[config.mk]
export PLATFORM = sky130hd
export DESIGN_NAME = sar_adc_seq_ctrl
export DESIGN_NICKNAME = d
export VERILOG_FILES = /design/src/rtl/sar_adc_seq_ctrl.sv
export SDC_FILE = /design/constraint.sdc
export NUM_CORES = 1
export LEC_CHECK = 0
export CAP_MARGIN = 20
export CORE_ASPECT_RATIO = 0.8
export CORE_MARGIN = 2
export CORE_UTILIZATION = 47
export CTS_BUF_LIST = sky130_fd_sc_hd__clkbuf_16
export DETAILED_ROUTE_END_ITERATION = 8
export GPL_TIMING_DRIVEN = 1
export HOLD_SLACK_MARGIN = 0.1
export PLACE_DENSITY = 0.79
export SKIP_CTS_REPAIR_TIMING = 1
export SLEW_MARGIN = 20
export SYNTH_ARGS = -nofsm -noshare
export SYNTH_HDL_FRONTEND = slang
export SYNTH_SLANG_ARGS = --single-unit
[constraint.sdc]
create_clock -name i_clk -period 2.3 [get_ports i_clk]
set_input_delay 0.345 -clock i_clk [delete_from_list [all_inputs] [get_ports i_clk]]
set_output_delay 0.345 -clock i_clk [all_outputs]
set_load 0.05 [all_outputs]
[src/rtl/sar_adc_seq_ctrl.sv]
// Sequencer for a 12-bit asynchronous-set SAR ADC: arm, bit-trial strobes 11..1, capture.
// Optional back-to-back conversions via the CONT input when SAR_CONT_EN is defined.
module sar_adc_seq_ctrl #(
  parameter int unsigned RST_CYC = 2,
  parameter int unsigned PULSE_W = 1,
  parameter int unsigned GAP_W   = 2
) (
  input  logic        i_clk,
  input  logic        i_rstn,
  input  logic        i_start,
  input  logic        i_abort,
`ifdef SAR_CONT_EN
  input  logic        i_cont,
`endif
  input  logic [11:0] i_wp,
  input  logic        i_sar_reg0,
  output logic        o_wp_rstn,
  output logic [11:1] o_pulse,
  output logic        o_busy,
  output logic        o_done,
  output logic [11:0] o_dout
);

  if ((RST_CYC == 0) || (RST_CYC > 15)) begin : g_bad_rst_cyc
    $error("RST_CYC must be in 1..15");
  end
  if ((PULSE_W == 0) || (PULSE_W > 15)) begin : g_bad_pulse_w
    $error("PULSE_W must be in 1..15");
  end
  if ((GAP_W == 0) || (GAP_W > 15)) begin : g_bad_gap_w
    $error("GAP_W must be in 1..15");
  end

  localparam logic [3:0] RstLast   = 4'(RST_CYC - 1);
  localparam logic [3:0] PulseLast = 4'(PULSE_W - 1);
  localparam logic [3:0] GapLast   = 4'(GAP_W - 1);

  typedef enum logic [2:0] {StIdle, StArm, StPhi, StPlo, StCapt} state_e;

  state_e      r_state, w_state_nxt;
  logic [3:0]  r_cnt, w_cnt_nxt;
  logic [3:0]  r_k, w_k_nxt;
  logic        r_relaunch, w_relaunch_nxt;
  logic        r_kill, w_kill_nxt;
  logic        r_capt;
  logic        r_done;
  logic        r_busy;
  logic        r_wp_rstn, w_wp_rstn_nxt;
  logic [11:1] r_pulse, w_pulse_nxt;
  logic [11:0] r_dout;
  logic        w_cont;
  logic        w_unused_wp0;

`ifdef SAR_CONT_EN
  assign w_cont = i_cont;
`else
  assign w_cont = 1'b0;
`endif

  // WP[0] is not part of the result; the LSB comes from SAR_REG0.
  assign w_unused_wp0 = i_wp[0];

  always_comb begin
    w_state_nxt    = r_state;
    w_cnt_nxt      = r_cnt;
    w_k_nxt        = r_k;
    w_relaunch_nxt = 1'b0;
    w_kill_nxt     = 1'b0;
    case (r_state)
      StIdle: begin
        if (i_start || r_relaunch) begin
          w_state_nxt = StArm;
          w_cnt_nxt   = 4'd0;
        end
      end
      StArm: begin
        if (i_abort) begin
          w_state_nxt = StIdle;
          w_cnt_nxt   = 4'd0;
          w_kill_nxt  = 1'b1;
        end else if (r_cnt == RstLast) begin
          w_state_nxt = StPhi;
          w_cnt_nxt   = 4'd0;
          w_k_nxt     = 4'd11;
        end else begin
          w_cnt_nxt = r_cnt + 4'd1;
        end
      end
      StPhi: begin
        if (i_abort) begin
          w_state_nxt = StIdle;
          w_cnt_nxt   = 4'd0;
          w_kill_nxt  = 1'b1;
        end else if (r_cnt == PulseLast) begin
          w_state_nxt = StPlo;
          w_cnt_nxt   = 4'd0;
        end else begin
          w_cnt_nxt = r_cnt + 4'd1;
        end
      end
      StPlo: begin
        if (i_abort) begin
          w_state_nxt = StIdle;
          w_cnt_nxt   = 4'd0;
          w_kill_nxt  = 1'b1;
        end else if (r_cnt == GapLast) begin
          w_cnt_nxt = 4'd0;
          if (r_k > 4'd1) begin
            w_k_nxt     = r_k - 4'd1;
            w_state_nxt = StPhi;
          end else begin
            w_state_nxt = StCapt;
          end
        end else begin
          w_cnt_nxt = r_cnt + 4'd1;
        end
      end
      StCapt: begin
        // A continued conversion passes through one IDLE cycle with BUSY held high.
        w_state_nxt    = StIdle;
        w_cnt_nxt      = 4'd0;
        w_relaunch_nxt = w_cont & ~i_abort;
      end
      default: begin
        w_state_nxt = StIdle;
        w_cnt_nxt   = 4'd0;
      end
    endcase
  end

  always_comb begin
    for (int i = 1; i <= 11; i++) begin
      w_pulse_nxt[i] = (r_state == StPhi) && (r_k == 4'(i));
    end
  end

  always_comb begin
    w_wp_rstn_nxt = r_wp_rstn;
    if (r_kill) begin
      w_wp_rstn_nxt = 1'b0;
    end else begin
      case (r_state)
        StArm:                w_wp_rstn_nxt = 1'b0;
        StPhi, StPlo, StCapt: w_wp_rstn_nxt = 1'b1;
        default:              w_wp_rstn_nxt = r_wp_rstn;
      endcase
    end
  end

  always_ff @(posedge i_clk) begin
    if (!i_rstn) begin
      r_state    <= StIdle;
      r_cnt      <= 4'd0;
      r_k        <= 4'd0;
      r_relaunch <= 1'b0;
      r_kill     <= 1'b0;
      r_capt     <= 1'b0;
      r_done     <= 1'b0;
      r_busy     <= 1'b0;
      r_wp_rstn  <= 1'b0;
      r_pulse    <= '0;
      r_dout     <= '0;
    end else begin
      r_state    <= w_state_nxt;
      r_cnt      <= w_cnt_nxt;
      r_k        <= w_k_nxt;
      r_relaunch <= w_relaunch_nxt;
      r_kill     <= w_kill_nxt;
      r_capt     <= (r_state == StCapt);
      r_done     <= r_capt;
      r_busy     <= (r_state != StIdle) | r_relaunch;
      r_wp_rstn  <= w_wp_rstn_nxt;
      r_pulse    <= w_pulse_nxt;
      if (r_state == StCapt) begin
        r_dout <= {i_wp[11:1], i_sar_reg0};
      end
    end
  end

  assign o_wp_rstn = r_wp_rstn;
  assign o_pulse   = r_pulse;
  assign o_busy    = r_busy;
  assign o_done    = r_done;
  assign o_dout    = r_dout;

endmodule

==> results of run 1 <==
==> metrics by stage <==
| stage | hold slack [ns] | instances |
|---|---|---|
| finish | 0.405 | 258 |
| global route | 0.416 | 258 |
| CTS | 0.405 | 258 |
| detailed placement | 0.394 | 250 |
| global placement | 0.377 | 250 |
| floorplan | 0.374 | 173 |
==> worst register-to-register path: stages (launching register included) <==
cell and delay (ns):
dfxtp_1 0.41, inv_1 0.10, ha_1 0.26, or2_2 0.36, a211oi_4 0.31, o21ai_1 0.14
a32o_1 0.29
==> logic make-up after synthesis <==
kind of cell               after synthesis  share of synthesized area, %
muxes                                    1                         0.627
buffers and inverters                   12                          2.90
adders and majority gates                8                          6.27
DFF                                     39                          48.9
and+or+nand+nor                         79                          27.5
AOI/OAI and AO/OA                       33                          13.3
xor gates and xnor gates                 1                         0.549
==> sequential cells by signal (all words and copies together) (netlist names) <==
signal     flops
o_pulse       11
r_capt         1
o_done         1
o_busy         1
o_dout        12
r_state        3
r_k            4
o_wp_rstn      1
r_cnt          4
r_kill         1
==> cells in the mapped netlist (3+ instances only) <==
cell	instances	share of area [%]
dfxtp_1	39	49
clkbuf_1	5	1.2
a21oi_1	19	6.0
ha_1	8	6.3
inv_1	6	1.4
nor3b_1	3	1.4
o21ai_0	4	1.3
nor3_1	6	1.9
nand2_1	30	7.1
nor2_1	5	1.2
and2_1	14	5.5
==> power by group through the flow <==
stage	sequential (W)	clock (W)	combinational (W)
floorplan	0.000721	0	0.0000694
global placement	0.000717	0	0.000126
detailed placement	0.000718	0	0.000129
CTS	0.000704	0.000650	0.000130
global route	0.000707	0.000691	0.000139
finish	0.000704	0.000640	0.000130
==> layout make-up <==
cell class	instances	area, um2
clock buffers	5	125
clock inverters	3	16.3
fillers	253	965
inverters	6	22.5
multi-input cells	122	768
flip-flops and latches	39	781
well taps	40	50.0
repair buffers	43	425
==> per-layer routing <==
layer | up-vias | routed length, um
met3 | 6 | 192
li1 | 683 | -
met4 | 0 | 65
met1 | 638 | 1590
met2 | 42 | 1680
met5 | - | 0
==> how the worst max path moves through the flow <==
stage | endpoint | start | slack, ns
after floorplan | r_k[2] | r_k[0] | 0.57
after global placement | r_k[3] | i_abort | 0.30
after detailed placement | r_k[2] | i_abort | 0.24
after CTS | r_k[2] | r_k[0] | 0.31
after global routing | r_k[2] | r_k[0] | 0.21
final | r_k[2] | r_k[0] | 0.32
==> results.md, run 1 <==
- Outcome: complete, no violations
- Slowest CP cell: dfxtp_1
- Final Skew: 0.00581 ns
- Power Dens Cells: around 670 mW/mm2
- Most frequent cells in the layout: clkdlybuf4s50_1, dfxtp_1, nand2_1
- WS Path Type: reg -> reg
- Met3 Use GR: between 4 and 5%
- FF-to-FF End: r_k[2]
- Worst reg-to-reg setup slack: approximately 0.32 ns
- Slew @ Worst Pin: between 0.7 and 0.8 ns
- Seq/Total Area, Yosys: a little under 50%
- Switch Pwr: around 0.00033 W
- Met2 Use GR: between 30 and 40%
- Root buffer cell: clkbuf_16
- Worst Setup End Kind: register
- DRC viols: 0
- Final core utilization: slightly below 70%
- Drt pass-1 iters: 4
- Pin count of the biggest net entering global routing: 20
- Num CTS Buffers: 5
- Max_slew headroom: 49.6%
- Total negative slack: 0 ns
- # IOs: 43
- Diodes inserted: 0
- Unique cell type count in the Yosys netlist: 40
- Post-DP Area: just over 0.002 mm2
- Stages on worst setup path: 6
- PnR worst setup slack: 0.316 ns
- Final Max Tran Viols: 0
- Total of max-cap violations: 0
- GRT Max-Usage Layer: met2
- FFs w/ async S/R, synth: 0%
- Synthesized flop and latch total: 39
- Wirelength per Cell: 13.7 um
- Min-Delay Path Depth: 1
- Tmin final: just under 2 ns
- RSZ-0062 raised after global routing: no
- Grt ovf: 0
- Final setup fails: 0
- Dpl ws: approximately 0.24 ns
- Pleak: just over 0.8 nW
- Critical path cell sequence: inv_1 > ha_1 > or2_2 > a211oi_4 > o21ai_1 > a32o_1
- Worst hold-check path type: reg -> reg
- Max VDD drop: 337 uV
- Routed WL: ~3500 um
- Die Width: approximately 69 um
- Buffers on Ports: 41
- CTS tree: built
- Die ar.: around 0.0039 mm2
- Crit share post-route: around 86%
- Clk_lat worst skew: ~0.27 ns
- NumNets Final: between 200 and 250
- Sequential power share: a little under half
- Met1 Resource Use GR: 23.7%
- Critical path's largest stage delay: between 0.4 and 0.5 ns
- Largest fanout on the critical path: 6
- Post-synth EDFFs: 0
- Syn nets: 198
- Final Hold Viols: 0
- Reg2Reg Launch Point: r_k[0]
- Initial antenna violation count: 0
- Clock transition at the registers of the reported paths: about 0.06 ns
- Starting density of the core: roughly 51%
- Endpoint of the worst hold path: o_wp_rstn
- Logic pwr share: under 10%
- Hold_sp: r_kill
- CP arrival: 2.14 ns
- Core area: ~0.0032 mm2
- Cell area after synthesis: approximately 0.0016 mm2
- Total power: about 0.0015 W
- Vias per cell: between 5 and 6
- Buf/Inv on CP: 1
- H-tree depth: 2
- WP data required: 2.46 ns
- Clk network pwr share: a little over two fifths
- Via count: 1369
- Synth Warn #: 0
- Area grow syn2layout: 37.2%
- DR iter-0 viols: 58
- Most common cell after layout, fill and taps aside: clkdlybuf4s50_1
- Switching part of the total: between 20 and 25%
- First-pass GRT wire length: 5840 um
- Synth Instances: 173
- Overall routing resource usage: 18.6%
- Share of layout cells above drive strength 1: 7.34%
- Max Fclk: approximately 0.50 GHz
- Main synth FF type: dfxtp_1
- Clock Sinks: 39
- Startpoint Class: register
- Design area: approximately 0.0022 mm2
- Num rows: 18
- Antenna-violating nets left: 0
- Pint: roughly 0.0011 W
- Gpl congestion: approximately 0.88
- Syn Area/Cell: between 9 and 10 um2
- Vias in the first global route: 1287
- Chip Height: around 56 um
- DP Wirelength: around 2600 um
- Worst r2r path cells: 6
- Family with the most delay on the worst path: compound AO/OA/AOI/OAI gates
- Clock tree buffer depth: 2
Note: power is estimated with default switching activity, not from simulation.
==> run 2: changes to the inputs <==
--- a/config.mk
+++ b/config.mk
@@ -8,12 +8,13 @@
 export CAP_MARGIN = 20
 export CORE_ASPECT_RATIO = 0.8
 export CORE_MARGIN = 2
-export CORE_UTILIZATION = 47
+export CORE_UTILIZATION = 50
 export CTS_BUF_LIST = sky130_fd_sc_hd__clkbuf_16
 export DETAILED_ROUTE_END_ITERATION = 8
+export DONT_BUFFER_PORTS = 1
 export GPL_TIMING_DRIVEN = 1
 export HOLD_SLACK_MARGIN = 0.1
-export PLACE_DENSITY = 0.79
+export PLACE_DENSITY = 0.66
 export SKIP_CTS_REPAIR_TIMING = 1
 export SLEW_MARGIN = 20
 export SYNTH_ARGS = -nofsm -noshare
==> results.md, run 2 (synthesized netlist as in run 1, its figures left out) <==
- Outcome: complete, no violations
- Via count: 1230 (-10%)
- WS Path Type: reg -> reg
- Worst reg-to-reg setup slack: 0.32 ns (about the same)
- Critical path cell sequence: inv_1 > ha_1 > or2_2 > a211oi_4 > o21ai_1 > a32o_1
- Vias per cell: 5.69 (+7.3%)
- Clk_lat worst skew: 0.27 ns (about the same)
- Clock tree buffer depth: 2 (unchanged)
- Largest fanout on the critical path: 6 (unchanged)
- Share of layout cells above drive strength 1: 8.52% (+1.2 points)
- Worst r2r path cells: 6 (unchanged)
- Grt ovf: 0 (unchanged)
- Num CTS Buffers: 5 (unchanged)
- Routed WL: 3260 um (-7.5%)
- Fill count: 279 (+10%)
- CP arrival: 2.14 ns (about the same)
- Drt pass-1 iters: 4 (unchanged)
- Die ar.: 0.00366 mm2 (-5.6%)
- Power Dens Cells: 911 mW/mm2 (+35%)
- Clock Sinks: 39 (unchanged)
- Tmin final: 1.98 ns (-0.00294 ns)
- Final Skew: 0.00241 ns (-0.00340 ns)
- NumNets Final: 200 (-17%)
- Max_slew headroom: 49.9% (+0.38 points)
- Chip Height: 54.5 um (-2.8%)
- RSZ-0062 raised after global routing: no
- Final setup fails: 0 (unchanged)
- Total negative slack: 0 ns (unchanged)
- Pleak: 0.679 nW (-16%)
- Family with the most delay on the worst path: compound AO/OA/AOI/OAI gates
- Overall routing resource usage: 18.7% (+0.060 points)
- Root buffer cell: clkbuf_16
- Final Hold Viols: 0 (unchanged)
- DP Wirelength: 2350 um (-9.8%)
- Hold_sp: i_rstn
- WP data required: 2.46 ns (about the same)
- Total of max-cap violations: 0 (unchanged)
- Die Width: 67.2 um (-2.9%)
- Crit share post-route: 86.1% (-0.13 points)
- Buffers on Ports: 0 (-100%)
- Diodes inserted: 0 (unchanged)
- Vias in the first global route: 1138 (-12%)
- Final Max Tran Viols: 0 (unchanged)
- Worst Setup End Kind: register
- Buf/Inv on CP: 1 (unchanged)
- Area grow syn2layout: 14.0%
- Num rows: 18 (unchanged)
- Design area: 0.00182 mm2 (-17%)
- Startpoint Class: register
- Worst hold-check path type: in -> reg
- Total power: 0.00166 W (+12%)
- Critical Path Source: r_k[0]
- Max VDD drop: 415 uV (+23%)
- Starting density of the core: 52.1% (+1.5 points)
- DRC viols: 0 (unchanged)
- Slew @ Worst Pin: 0.744 ns (-0.00564 ns)
- Critical path's largest stage delay: 0.42 ns (about the same)
- Core area: 0.00306 mm2 (-2.9%)
- Antenna-violating nets left: 0 (unchanged)
- Gpl congestion: 0.829 (-6.2%)
- Most common cell after layout, fill and taps aside: dfxtp_1
- DR iter-0 viols: 49 (-16%)
- Clock transition at the registers of the reported paths: 0.05 ns (about the same)
- Max reg flops: 12 (unchanged)
- Most frequent cells in the layout: dfxtp_1, nand2_1, a21oi_1
- # IOs: 43 (unchanged)
- First-pass GRT wire length: 5020 um (-14%)
- CTS tree: built
- Slowest CP cell: dfxtp_1
- Reg2Reg Launch Point: r_k[0]
- H-tree depth: 2 (unchanged)
- Stages on worst setup path: 6 (unchanged)
- Worst setup endpoint: r_k[2]
- Max Fclk: 0.505 GHz (+0.15%)
- Pin count of the biggest net entering global routing: 21 (+5.0%)
- FF-to-FF End: r_k[2]
- Initial antenna violation count: 0 (unchanged)
- Post-DP Area: 0.00163 mm2 (-20%)
- Wirelength per Cell: 15.1 um (+10%)
[run 2: changes by cell type in the layout (fill, tap and decap cells not counted), sizes merged]
cell           delta
buf               -1
clkinvlp          -1
clkinv            -1
clkdlybuf4s50    -41
bufinv            +2
[run 2: worst min-delay path by stage]
stage	end	slack (ns)	cells after the start
6_report	r_k[1]	0.20	1
5_1_grt	r_k[1]	0.19	1
4_1_cts	r_k[1]	0.20	1
3_5_place_dp	o_wp_rstn	0.39	1
3_3_place_gp	o_wp_rstn	0.38	1
2_1_floorplan	o_wp_rstn	0.37	1
[run 2: routing by layer]
layer | vias up | wire length, um | part of all wire (%) | GRT usage, %
li1 | 599 | - | - | -
met1 | 572 | 1430 | 44 | 23.4
met2 | 53 | 1510 | 46 | 29.9
met3 | 6 | 283 | 8.7 | 5.97
met4 | 0 | 34 | 1.0 | 8.16
met5 | - | 0 | 0 | 0
[run 2: final cells by class]
type	instances	area (um2)	share of cell area [%]
clock buffers	5	125	6.88
repair buffers	1	7.51	0.413
inverters	6	22.5	1.24
well taps	40	50.0	2.75
multi-input cells	122	768	42.3
clock inverters	3	63.8	3.51
flip-flops and latches	39	781	42.9
[run 2: power by group]
part	total (W)	internal, W	leakage [nW]	switching (W)
combinational	0.0000894	0.0000336	0.269	0.0000558
clock	0.000859	0.000617	0.0952	0.000243
sequential	0.000708	0.000687	0.315	0.0000214
[run 2: metrics by stage]
| step | hold slack, ns | std cells | setup slack, ns | utilization (%) |
|---|---|---|---|---|
| floorplan | 0.374 | 173 | 0.565 | - |
| global placement | 0.380 | 208 | 0.441 | 53.2 |
| detailed placement | 0.387 | 208 | 0.375 | 53.2 |
| CTS | 0.198 | 216 | 0.354 | 59.4 |
| global route | 0.190 | 216 | 0.195 | 59.4 |
| finish | 0.200 | 216 | 0.319 | 59.4 |
[run 2: worst reg2reg max path, delay by kind of cell (launching register included)]
kind	cells	cell delay (ns)
DFF	1	0.42
adders and majority gates	1	0.27
and+or+nand+nor	1	0.36
buffers and inverters	1	0.09
AOI/OAI and AO/OA	3	0.73
==> run 3: changes to the inputs <==
--- a/config.mk
+++ b/config.mk
@@ -15,6 +15,7 @@
 export GPL_TIMING_DRIVEN = 1
 export HOLD_SLACK_MARGIN = 0.1
 export PLACE_DENSITY = 0.66
+export RECOVER_POWER = 50
 export SKIP_CTS_REPAIR_TIMING = 1
 export SLEW_MARGIN = 20
 export SYNTH_ARGS = -nofsm -noshare
==> results.md, run 3 (synthesized netlist as in run 1, its figures left out) <==
- DRC viols: 0 (unchanged)
- Total negative slack: 0 ns (unchanged)
- Via count: 1234 (+0.33%)
- Slew @ Worst Pin: 0.746 ns (+0.00235 ns)
- Grt ovf: 0 (unchanged)
- Starting density of the core: 52.1% (unchanged)
- WS Path Type: reg -> reg
- Pleak: 0.672 nW (-1.0%)
- Critical path's largest stage delay: 0.41 ns (about the same)
- Num CTS Buffers: 5 (unchanged)
- Crit share post-route: 85.0% (-1.1 points)
- # IOs: 43 (unchanged)
- Root buffer cell: clkbuf_16
- Worst hold-check path type: in -> reg
- PnR worst setup slack: 0.344 ns (+0.0252 ns)
- Clock transition at the registers of the reported paths: 0.05 ns (about the same)
- Max reg flops: 12 (unchanged)
- Pin count of the biggest net entering global routing: 21 (unchanged)
- Final Max Tran Viols: 0 (unchanged)
- Stages on worst setup path: 6 (unchanged)
- Critical path cell sequence: inv_1 > ha_1 > or2_2 > a211oi_4 > and3_1 > a311oi_1
- Clk_lat worst skew: 0.27 ns (about the same)
- Clock tree buffer depth: 2 (unchanged)
- Min-Delay Path Depth: 1 (unchanged)
- Initial antenna violation count: 0 (unchanged)
- Final Skew: 0.00237 ns (-0.0000482 ns)
- Outcome: complete, no violations
- Startpoint Class: register
- Die Width: 67.2 um (unchanged)
- Dpl ws: 0.375 ns (unchanged)
- Largest fanout on the critical path: 6 (unchanged)
- WP data required: 2.43 ns (-0.03 ns)
- Worst Setup End Kind: register
- Vias per cell: 5.71 (+0.33%)
- Share of layout cells above drive strength 1: 7.95% (-0.57 points)
- First-pass GRT wire length: 5020 um (unchanged)
- Tmin final: 1.96 ns (-0.0252 ns)
- Most common cell after layout, fill and taps aside: dfxtp_1
- Buffers on Ports: 0 (unchanged)
- CTS tree: built
- Drt pass-1 iters: 5 (+1)
- Clock Sinks: 39 (unchanged)
- Final setup fails: 0 (unchanged)
- Wirelength per Cell: 15.0 um (-0.34%)
- DR iter-0 viols: 46 (-6.1%)
- Slowest CP cell: dfxtp_1
- Overall routing resource usage: 18.7% (unchanged)
- Core area: 0.00306 mm2 (unchanged)
- Antenna-violating nets left: 0 (unchanged)
- CP arrival: 2.08 ns (-0.06 ns)
- Routed WL: 3250 um (-0.34%)
- Buf/Inv on CP: 1 (unchanged)
- Total of max-cap violations: 0 (unchanged)
- Family with the most delay on the worst path: simple AND/OR/NAND/NOR gates
- NumNets Final: 200 (unchanged)
- Most frequent cells in the layout: dfxtp_1, nand2_1, a21oi_1
- Vias in the first global route: 1138 (unchanged)
- Diodes inserted: 0 (unchanged)
- H-tree depth: 2 (unchanged)
- RSZ-0062 raised after global routing: no
- Area grow syn2layout: 13.7%
- Final Hold Viols: 0 (unchanged)
- Die ar.: 0.00366 mm2 (unchanged)
- Worst r2r path cells: 6 (unchanged)
- Chip Height: 54.5 um (unchanged)
- DP Wirelength: 2350 um (unchanged)
- Power Dens Cells: 913 mW/mm2 (+0.15%)
- Gpl congestion: 0.829 (unchanged)
- Num rows: 18 (unchanged)
- Max Fclk: 0.511 GHz (+1.3%)
- Max_slew headroom: 49.8% (-0.16 points)
- Max VDD drop: 415 uV (about the same)
## run 3: layer usage
metal / GRT usage, % / up-vias / part of all wire (%)
met2: 29.9 / 55 / 46
met5: 0 / - / 0
li1: - / 598 / -
met4: 8.16 / 0 / 1.4
met3: 5.97 / 7 / 9.2
met1: 23.4 / 574 / 43
## run 3: area by class of cell
type / instances / area (um2)
inverters: 6 / 22.5
clock buffers: 5 / 125
multi-input cells: 122 / 768
repair buffers: 1 / 3.75
fillers: 281 / 1250
flip-flops and latches: 39 / 781
well taps: 40 / 50.0
clock inverters: 3 / 63.8
## run 3: worst paths after layout
kind / to / start / slack (ns)
min reg2reg: o_wp_rstn / r_kill / 0.40
max: r_k[3] / r_k[0] / 0.34
max reg2reg: r_k[3] / r_k[0] / 0.34
min: r_k[1] / i_rstn / 0.20
## run 3: where the power goes
group	total [W]	switching (W)	internal [W]
clock network	0.000861	0.000244	0.000617
registers	0.000708	0.0000214	0.000687
logic	0.0000872	0.0000557	0.0000315
total	0.00166	0.000321	0.00133
## run 3: metrics by stage
stage | total power, W | instances | instance area (um2) | hold WS (ns) | utilization [%]
2_1_floorplan | 0.000791 | 173 | 1600 | 0.374 | -
3_3_place_gp | 0.000808 | 208 | 1630 | 0.380 | 53.2
3_5_place_dp | 0.000811 | 208 | 1630 | 0.387 | 53.2
4_1_cts | 0.00167 | 216 | 1820 | 0.198 | 59.4
5_1_grt | 0.00172 | 216 | 1810 | 0.190 | 59.2
6_report | 0.00166 | 216 | 1810 | 0.201 | 59.2
